`config.mk`:
```
export PLATFORM = sky130hd
export DESIGN_NAME = cfg_uart_mstr
export DESIGN_NICKNAME = d
export VERILOG_FILES = /design/src/rtl/cfg_uart_mstr.sv
export SDC_FILE = /design/constraint.sdc
export NUM_CORES = 1
export LEC_CHECK = 0
export CAP_MARGIN = 10
export CORE_ASPECT_RATIO = 1.25
export CORE_MARGIN = 1.5
export CORE_UTILIZATION = 45
export CTS_CLUSTER_SIZE = 20
export DETAILED_ROUTE_END_ITERATION = 10
export DONT_BUFFER_PORTS = 1
export PLACE_DENSITY = 0.71
export SYNTH_ARGS = -nofsm -noshare
export SYNTH_HDL_FRONTEND = slang
export SYNTH_SLANG_ARGS = --single-unit
```
`constraint.sdc`:
```
create_clock -name clk -period 3.1 [get_ports clk]
set_clock_uncertainty 0.05 [all_clocks]
set_input_delay 0.775 -clock clk [delete_from_list [all_inputs] [get_ports clk]]
set_output_delay 0.775 -clock clk [all_outputs]
set_load 0.03 [all_outputs]
```
`src/rtl/cfg_uart_mstr.sv`:
```
// Config UART master: sends a 24-bit command as three 8N1 bytes on TX_C and
// assembles a two-byte reply from RX_C into resp, flagged by rsp_rdy.
//
// Ports:
//   clk, rst_n    rising-edge clock, async active-low reset
//   cmd_data[23:0] command word, latched on an accepted snd_frm
//   snd_frm        one-cycle send request, ignored while TX is busy
//   RX_C           serial reply input, idles high
//   TX_C           serial command output, idles high
//   resp[15:0]     last complete reply {first byte, second byte}
//   rsp_rdy        high once a reply pair is complete
module cfg_uart_mstr #(
  parameter logic [15:0] BAUD_DIV = 16'd32
) (
  input  logic        clk,
  input  logic        rst_n,
  input  logic [23:0] cmd_data,
  input  logic        snd_frm,
  input  logic        RX_C,
  output logic        TX_C,
  output logic [15:0] resp,
  output logic        rsp_rdy
);

  localparam logic [15:0] LAST  = BAUD_DIV - 16'd1;
  localparam logic [15:0] HLAST = (BAUD_DIV >> 1) - 16'd1;

  typedef enum logic [1:0] {
    S_IDLE,
    S_START,
    S_DATA,
    S_STOP
  } st_t;

  // ---------------- transmit ----------------
  st_t         r_tx_st, w_tx_st;
  logic [15:0] r_tx_cnt, w_tx_cnt;
  logic [2:0]  r_tx_bit, w_tx_bit;
  logic [1:0]  r_tx_idx, w_tx_idx;
  logic [23:0] r_tx_sh;
  logic [7:0]  w_tx_byte;
  logic        w_tx_end;
  logic        w_tx_acc;
  logic        w_tx_line;

  assign w_tx_end = (r_tx_cnt == LAST);
  assign w_tx_acc = (r_tx_st == S_IDLE) && snd_frm;
  assign TX_C     = w_tx_line;

  always_comb begin
    unique case (r_tx_idx)
      2'd0:    w_tx_byte = r_tx_sh[23:16];
      2'd1:    w_tx_byte = r_tx_sh[15:8];
      default: w_tx_byte = r_tx_sh[7:0];
    endcase
  end

  always_comb begin
    w_tx_st   = r_tx_st;
    w_tx_cnt  = w_tx_end ? 16'd0 : r_tx_cnt + 16'd1;
    w_tx_bit  = r_tx_bit;
    w_tx_idx  = r_tx_idx;
    w_tx_line = 1'b1;
    unique case (r_tx_st)
      S_IDLE: begin
        w_tx_cnt = 16'd0;
        if (snd_frm) begin
          w_tx_st  = S_START;
          w_tx_idx = 2'd0;
        end
      end
      S_START: begin
        w_tx_line = 1'b0;
        if (w_tx_end) begin
          w_tx_st  = S_DATA;
          w_tx_bit = 3'd0;
        end
      end
      S_DATA: begin
        w_tx_line = w_tx_byte[r_tx_bit];
        if (w_tx_end) begin
          if (r_tx_bit == 3'd7) w_tx_st = S_STOP;
          else w_tx_bit = r_tx_bit + 3'd1;
        end
      end
      S_STOP: begin
        if (w_tx_end) begin
          if (r_tx_idx < 2'd2) begin
            w_tx_idx = r_tx_idx + 2'd1;
            w_tx_st  = S_START;
          end else begin
            w_tx_st = S_IDLE;
          end
        end
      end
      default: w_tx_st = S_IDLE;
    endcase
  end

  always_ff @(posedge clk or negedge rst_n) begin
    if (!rst_n) begin
      r_tx_st  <= S_IDLE;
      r_tx_cnt <= 16'd0;
      r_tx_bit <= 3'd0;
      r_tx_idx <= 2'd0;
      r_tx_sh  <= 24'd0;
    end else begin
      r_tx_st  <= w_tx_st;
      r_tx_cnt <= w_tx_cnt;
      r_tx_bit <= w_tx_bit;
      r_tx_idx <= w_tx_idx;
      if (w_tx_acc) r_tx_sh <= cmd_data;
    end
  end

  // ---------------- receive ----------------
  logic        r_rx_s1, r_rx_s2;
  logic        w_rx;
  st_t         r_rx_st, w_rx_st;
  logic [15:0] r_rx_cnt, w_rx_cnt;
  logic [2:0]  r_rx_bit, w_rx_bit;
  logic [7:0]  r_rx_sh, w_rx_sh;
  logic        w_rx_ok;
  logic        r_rx_bcnt;
  logic [7:0]  r_resp_hi;

  assign w_rx = r_rx_s2;

  always_comb begin
    w_rx_st  = r_rx_st;
    w_rx_cnt = r_rx_cnt + 16'd1;
    w_rx_bit = r_rx_bit;
    w_rx_sh  = r_rx_sh;
    w_rx_ok  = 1'b0;
    unique case (r_rx_st)
      S_IDLE: begin
        w_rx_cnt = 16'd0;
        if (!w_rx) w_rx_st = S_START;
      end
      S_START: begin
        // Mid start bit: a high line here was only a glitch.
        if (r_rx_cnt == HLAST) begin
          w_rx_cnt = 16'd0;
          w_rx_bit = 3'd0;
          w_rx_st  = w_rx ? S_IDLE : S_DATA;
        end
      end
      S_DATA: begin
        if (r_rx_cnt == LAST) begin
          w_rx_cnt = 16'd0;
          w_rx_sh  = {w_rx, r_rx_sh[7:1]};
          if (r_rx_bit == 3'd7) w_rx_st = S_STOP;
          else w_rx_bit = r_rx_bit + 3'd1;
        end
      end
      S_STOP: begin
        if (r_rx_cnt == LAST) begin
          w_rx_cnt = 16'd0;
          w_rx_st  = S_IDLE;
          w_rx_ok  = w_rx;
        end
      end
      default: w_rx_st = S_IDLE;
    endcase
  end

  always_ff @(posedge clk or negedge rst_n) begin
    if (!rst_n) begin
      r_rx_s1  <= 1'b1;
      r_rx_s2  <= 1'b1;
      r_rx_st  <= S_IDLE;
      r_rx_cnt <= 16'd0;
      r_rx_bit <= 3'd0;
      r_rx_sh  <= 8'd0;
    end else begin
      r_rx_s1  <= RX_C;
      r_rx_s2  <= r_rx_s1;
      r_rx_st  <= w_rx_st;
      r_rx_cnt <= w_rx_cnt;
      r_rx_bit <= w_rx_bit;
      r_rx_sh  <= w_rx_sh;
    end
  end

  // ---------------- reply assembly ----------------
  // A new command restarts pairing; it takes priority over a byte
  // landing on the same edge.
  always_ff @(posedge clk or negedge rst_n) begin
    if (!rst_n) begin
      r_rx_bcnt <= 1'b0;
      r_resp_hi <= 8'd0;
      resp      <= 16'h0000;
      rsp_rdy   <= 1'b0;
    end else if (w_tx_acc) begin
      r_rx_bcnt <= 1'b0;
      rsp_rdy   <= 1'b0;
    end else if (w_rx_ok) begin
      if (!r_rx_bcnt) begin
        r_resp_hi <= r_rx_sh;
        r_rx_bcnt <= 1'b1;
      end else begin
        resp      <= {r_resp_hi, r_rx_sh};
        rsp_rdy   <= 1'b1;
        r_rx_bcnt <= 1'b0;
      end
    end
  end

endmodule

```
==> out/metrics.cfg, run 1 <==
[place]
gp_congestion=0.799
io_buffer_count=0
place_ws_ns=0.363
placed_area_um2=4950
dp_hpwl_um=5890

[logic_synthesis]
netlist_instances=404
synth_compound_area_frac=0.0488
syn-num-nets=444
synthMuxAreaShare=0.147
synth_xor_area_frac=0.0524
yosysWarnings=0
synth_top_family_by_area=simple AND/OR/NAND/NOR gates
synth_ff_type=dfrtp_1
async_reset_ff_frac=1.00
synthDistinctLibCells=50
synth_edf_count=0
yosys.area_share.simple=0.160
syn_avg_cell_area_um2=12.0
synth_seq_cells=104
synth_fa_ha_area_frac=0.0310
syn_area_um2=4850
seq_area_frac_synth=0.537

[setup_path]
crit_fanout=9
criticalPathCategory=flop to output port
startpoint_type=flop
arrival_ns=2.18
worstSetupEndpointType=output port
critPathRequiredTime_ns=2.27

[die]
io_pins=46
die_y_um=119
rows=42
die_area_um2=11400
coreArea_um2=10600
dieWidth_um=95.8
initial_utilization=0.459

[timing]
finalMaxSlewViolations=0
setup_viol=0
fin_ws_ns=0.0924
whs_ns=0.0603
hold_violations=0
finalCritPeriodShare=0.970
tightest_slew_ns=0.690
max_freq_mhz=332
slew_headroom=0.536
period_needed_ns=3.01

[cells_and_area]
fillers=930
design_area_um2=5260
register_area_um2=2610
multi_input_area_um2=2140
finalNetCount=445
drive_gt1_frac=0.229
area_growth_pct=8.54
fin_util=0.498
antenna_cells=0

[detailed_routing]
drc=0
num_vias=2986
routedWlPerCell_um=15.8
drtAntennaViolNets=0
drt_wl_total_um=8580
via_per_inst=5.51
drt_first_iter_violations=107
firstDrtPassIters=4

[clock_network]
path_clk_slew_ns=0.08
root_buffer=clkbuf_16
cts_tree=built
cts_buffers=9
post-cts-setup-buffers=0
ctsHtreeMaxLevel=3
clock_path_buffers=2
clk_latency_ns=0.34
cts_sinks=104

[status]
status=complete, no violations

[global_route]
grt_max_degree=105
grt_pass1_vias=3054
overflow=0
antenna_found_initial=0
grt_usage=0.159
grt_pass1_wl_um=14400

[power_and_ir_drop]
leakagePower_nw=2.38
irDropWorstVdd_mv=0.391
finalPower_mw=3.70
p_per_area_nw_per_um2=703

[flow_run]
max-cap-violations=0

[min_path]
hp-class=input port to async pin

cell usage after synthesis, types with 8 or more instances:
library cell  count  area share
dfrtp_1         102        0.53
nand2_1          30       0.023
mux2_2           49        0.11
nand4_1           8       0.010
nand3_1          16       0.017
mux2_4           10       0.031
inv_1            10      0.0077
nor2_1           48       0.037
ha_1             12       0.031
xnor2_1          12       0.022
xor2_1           17       0.031
nor3_1            8      0.0083
where the power goes:
| part | total, mW | leakage [nW] | switching [mW] | internal [mW] |
|---|---|---|---|---|
| logic | 0.731 | 0.853 | 0.370 | 0.361 |
| clock network | 1.14 | 0.151 | 0.564 | 0.580 |
| registers | 1.82 | 1.37 | 0.214 | 1.61 |
| total | 3.70 | 2.38 | 1.15 | 2.55 |
layout make-up:
type	instances	area share
Clock buffer	9	0.0428
Clock inverter	7	0.0150
Inverter	10	0.00713
Multi-Input combinational cell	278	0.406
Sequential cell	104	0.495
Tap cell	132	0.0314
Timing Repair Buffer	2	0.00285
flip-flops by register name, summed over array words and instances, names as in the netlist, named ones only:
name / flops
rsp_rdy: 1
r_tx_cnt: 16
r_rx_cnt: 16
r_rx_bit: 3
r_rx_st: 1
r_tx_idx: 2
r_rx_bcnt: 1
r_rx_sh: 8
r_tx_bit: 3
r_resp_hi: 8
r_rx_s2: 1
r_rx_s1: 1
r_tx_st: 2
r_tx_sh: 24
resp: 16
path summary, 6_finish.rpt:
path                                  start  slack (ns)  cells after the start  endpoint
worst min-delay path                  rst_n        0.06                      0  resp[11]
worst max register to register  r_rx_cnt[0]        0.78                      7   resp[1]
max in group asynchronous             rst_n        2.73                      0   r_rx_s2
min in group clk                    r_rx_s1        0.32                      0   r_rx_s2
worst max-delay path            r_tx_idx[1]        0.09                      7      TX_C
worst min register to register      r_rx_s1        0.32                      0   r_rx_s2
cell usage in the layout, fill, tap and decap left out, types with 2 or more instances in the layout:
cell       netlist  routed
nand2b_1         3       3
a21oi_1          4       4
or2_2            2       2
nand4_1          8       8
nor2b_1          4       4
ha_2             0       2
ha_1            12      10
inv_8            0       4
a22o_1           4       4
o21ai_0          5       5
clkbuf_16        0       9
a221oi_1         4       4
inv_1           10      10
nor4_4           3       3
nor3_1           8       8
xor2_1          17      17
xnor2_1         12      12
nor4_1           7       7
buf_4            0       2
nand3_1         16      16
o31ai_1          2       2
dfstp_2          2       2
mux2_2          49      49
o22ai_1          2       2
nor2_1          48      48
nand2_1         30      30
dfrtp_1        102     102
and4_1           2       2
and3_1           5       5
mux2_4          10      10
logic make-up after synthesis:
family,after synthesis
simple gates,146
compound gates,31
mux,60
fa+ha+maj,12
flops,104
buf+inv,22
xor+xnor,29
metrics by stage:
step / std cells / TNS (ns)
2_1_floorplan: 404 / 0
3_3_place_gp: 526 / 0
3_5_place_dp: 526 / 0
4_1_cts: 542 / 0
5_1_grt: 542 / -0.0262
6_report: 542 / 0
worst max-delay path, cell delays in order (launching register included):
cell and delay, ns:
dfrtp_1 0.40, inv_1 0.10, ha_2 0.24, a211oi_1 0.26
nand2_1 0.12, a41oi_1 0.22, nor4_1 0.09, a211o_2 0.40
metal layers:
metal	routed length [um]	global-route usage	vias to the layer above
li1	-	-	1425
met3	283	0.0370	8
met1	3930	0.212	1501
met4	99	0.0496	0
met2	4270	0.254	52
met5	0	0	-
what timing repair did:
item	CTS	global route
hold endpoints to repair	0	0
gates resized for setup	1	2
endpoints found under the setup margin	1	1
hold buffers	0	0
pin swaps	0	1
Power figures use the tool's default switching activity.
==> run 2, diff against run 1 <==
--- a/config.mk
+++ b/config.mk
@@ -8,11 +8,11 @@
 export CAP_MARGIN = 10
 export CORE_ASPECT_RATIO = 1.25
 export CORE_MARGIN = 1.5
-export CORE_UTILIZATION = 45
+export CORE_UTILIZATION = 50
 export CTS_CLUSTER_SIZE = 20
 export DETAILED_ROUTE_END_ITERATION = 10
 export DONT_BUFFER_PORTS = 1
-export PLACE_DENSITY = 0.71
+export PLACE_DENSITY = 0.76
 export SYNTH_ARGS = -nofsm -noshare
 export SYNTH_HDL_FRONTEND = slang
 export SYNTH_SLANG_ARGS = --single-unit
==> constraint.sdc (replaced) <==
create_clock -name clk -period 3.1 [get_ports clk]
set_clock_uncertainty 0.05 [all_clocks]
set_input_delay 0.775 -clock clk [delete_from_list [all_inputs] [get_ports clk]]
set_output_delay 0.775 -clock clk [all_outputs]
set_load 0.005 [all_outputs]
==> out/metrics.cfg, run 2 (synthesis gave the netlist of run 1 again) <==
[status]
status=complete, no violations

[power_and_ir_drop]
p_seq_frac=0.493  ; about the same
internal-power_mw=2.55  ; +0.12%
power_switching_mw=1.14  ; -0.63%
clkPwrFrac=0.312  ; +0.003
leakagePower_nw=2.38  ; +0.19%
p_per_area_nw_per_um2=701  ; -0.18%
irDropWorstVdd_mv=0.399  ; +2.0%
combPwrFrac=0.195  ; -0.003
power_switching_share=0.309  ; -0.00160

[place]
gp_congestion=0.815  ; +2.1%
dp_hpwl_um=5940  ; +0.92%
io_buffer_count=0  ; unchanged
placed_area_um2=4940  ; -0.15%
place_inst=520  ; -1.1%

[clock_network]
cts_buffers=9  ; unchanged
hold_buffers=0  ; unchanged
root_buffer=clkbuf_16
clock_path_buffers=2  ; unchanged
path_clk_slew_ns=0.08  ; about the same
clk_latency_ns=0.35  ; about the same
ctsHtreeMaxLevel=3  ; unchanged
cts_tree=built
cts_sinks=104  ; unchanged

[cells_and_area]
largest_register_ffs=24  ; unchanged
drive_gt1_frac=0.224  ; -0.00488
multi_input_area_um2=2130  ; -0.18%
antenna_cells=0  ; unchanged
area_growth_pct=8.62  ; about the same
largest-register=r_tx_sh
final_cells=536  ; -1.1%
fin_util=0.554  ; +0.0556
final_cell_mix=102 x dfrtp_1, 49 x mux2_2, 48 x nor2_1
design_area_um2=5270  ; about the same
finalNetCount=445  ; unchanged
layout_commonest_cell=dfrtp_1
register_area_um2=2610  ; unchanged
fillers=812  ; -13%

[timing]
hold_violations=0  ; unchanged
setup_viol=0  ; unchanged
rsz0062_at_grt=no
period_needed_ns=2.91  ; -0.0947 ns
whs_ns=0.0586  ; -0.00166 ns
finalMaxSlewViolations=0  ; unchanged
max_freq_mhz=343  ; +3.3%
fin_setup_tns_ns=0  ; unchanged
tightest_slew_ns=0.694  ; +0.00344 ns
slew_headroom=0.534  ; -0.00152
finalCritPeriodShare=0.940  ; -0.0306

[setup_path]
worstSetupEndpointType=output port
startpoint_type=flop
regToRegStartpoint=r_rx_cnt[0]
crit_fanout=9  ; unchanged
rrSetupSlack_ns=0.70  ; -0.08 ns
reg2reg_to=r_resp_hi[6]
reg2reg_depth=5  ; -2
arrival_ns=2.09  ; -0.09 ns
critPathRequiredTime_ns=2.27  ; about the same
criticalPathCategory=flop to output port

[die]
rows=40  ; -4.8%
die_y_um=113  ; -5.0%
io_pins=46  ; unchanged
coreArea_um2=9510  ; -10%
die_area_um2=10300  ; -9.7%
dieWidth_um=91.1  ; -5.0%
initial_utilization=0.510  ; +0.0509

[detailed_routing]
routedWlPerCell_um=16.1  ; +1.7%
drt_first_iter_violations=151  ; +41%
drtAntennaViolNets=0  ; unchanged
drc=0  ; unchanged
firstDrtPassIters=4  ; unchanged
drt_wl_total_um=8630  ; +0.61%
num_vias=3007  ; +0.70%
via_per_inst=5.61  ; +1.8%

[global_route]
grt_max_degree=105  ; unchanged
grt_usage=0.179  ; +0.0204
grt_pass1_wl_um=14600  ; +1.7%
grt_pass1_vias=3011  ; -1.4%
overflow=0  ; unchanged
antenna_found_initial=0  ; unchanged

[min_path]
hp-class=input port to async pin

[flow_run]
max-cap-violations=0  ; unchanged

run 2: final cells by class:
| type | count | share of cell area |
|---|---|---|
| sequential | 104 | 0.495 |
| multi-input combinational | 278 | 0.405 |
| clock buffer | 9 | 0.0428 |
| tap | 126 | 0.0299 |
| clock inverter | 7 | 0.0178 |
| inverter | 10 | 0.00713 |
| timing repair buffer | 2 | 0.00285 |
run 2: power groups by stage:
| stage | Combinational [mW] | Clock [mW] | Sequential [mW] |
|---|---|---|---|
| global placement | 0.680 | 0 | 1.84 |
| detailed placement | 0.712 | 0 | 1.84 |
| CTS | 0.723 | 1.17 | 1.82 |
| floorplan | 0.620 | 0 | 1.76 |
| global route | 0.822 | 1.22 | 1.86 |
| finish | 0.720 | 1.15 | 1.82 |
run 2: per-stage QoR:
| step | power (mW) | worst slack (ns) |
|---|---|---|
| after global placement | 2.52 | 0.593 |
| after detailed placement | 2.56 | 0.547 |
| after global routing | 3.90 | 0.0144 |
| after floorplan | 2.38 | 0.623 |
| after CTS | 3.72 | 0.169 |
| final | 3.69 | 0.187 |
run 2: per-layer routing:
| layer | wire (um) | up-vias | GRT usage |
|---|---|---|---|
| met3 | 282 | 15 | 0.0316 |
| met5 | 0 | - | 0 |
| met4 | 187 | 0 | 0.0771 |
| li1 | - | 1432 | - |
| met1 | 3780 | 1504 | 0.230 |
| met2 | 4390 | 56 | 0.299 |
run 2: worst max-delay path: stages (launching register included):
cell and delay, ns:
dfrtp_1 0.42, inv_1 0.12, ha_1 0.32, nor2_1 0.16
a221oi_1 0.29, nor3_1 0.09, a211o_1 0.33
run 2: repair_timing:
action / in CTS / in global routing
hold endpoints to repair: 0 / 0
gates resized for setup: 0 / 1
setup buffers: 0 / 0
endpoints found under the setup margin: 0 / 1
run 2: how the worst max path moves through the flow:
stage / startpoint / to / slack (ns) / cells after the start
floorplan: r_tx_idx[1] / TX_C / 0.62 / 7
detailed placement: r_tx_idx[1] / TX_C / 0.55 / 7
finish: r_tx_idx[1] / TX_C / 0.19 / 6
global placement: r_tx_idx[1] / TX_C / 0.59 / 6
CTS: r_tx_idx[1] / TX_C / 0.17 / 7
global route: r_tx_idx[1] / TX_C / 0.01 / 6
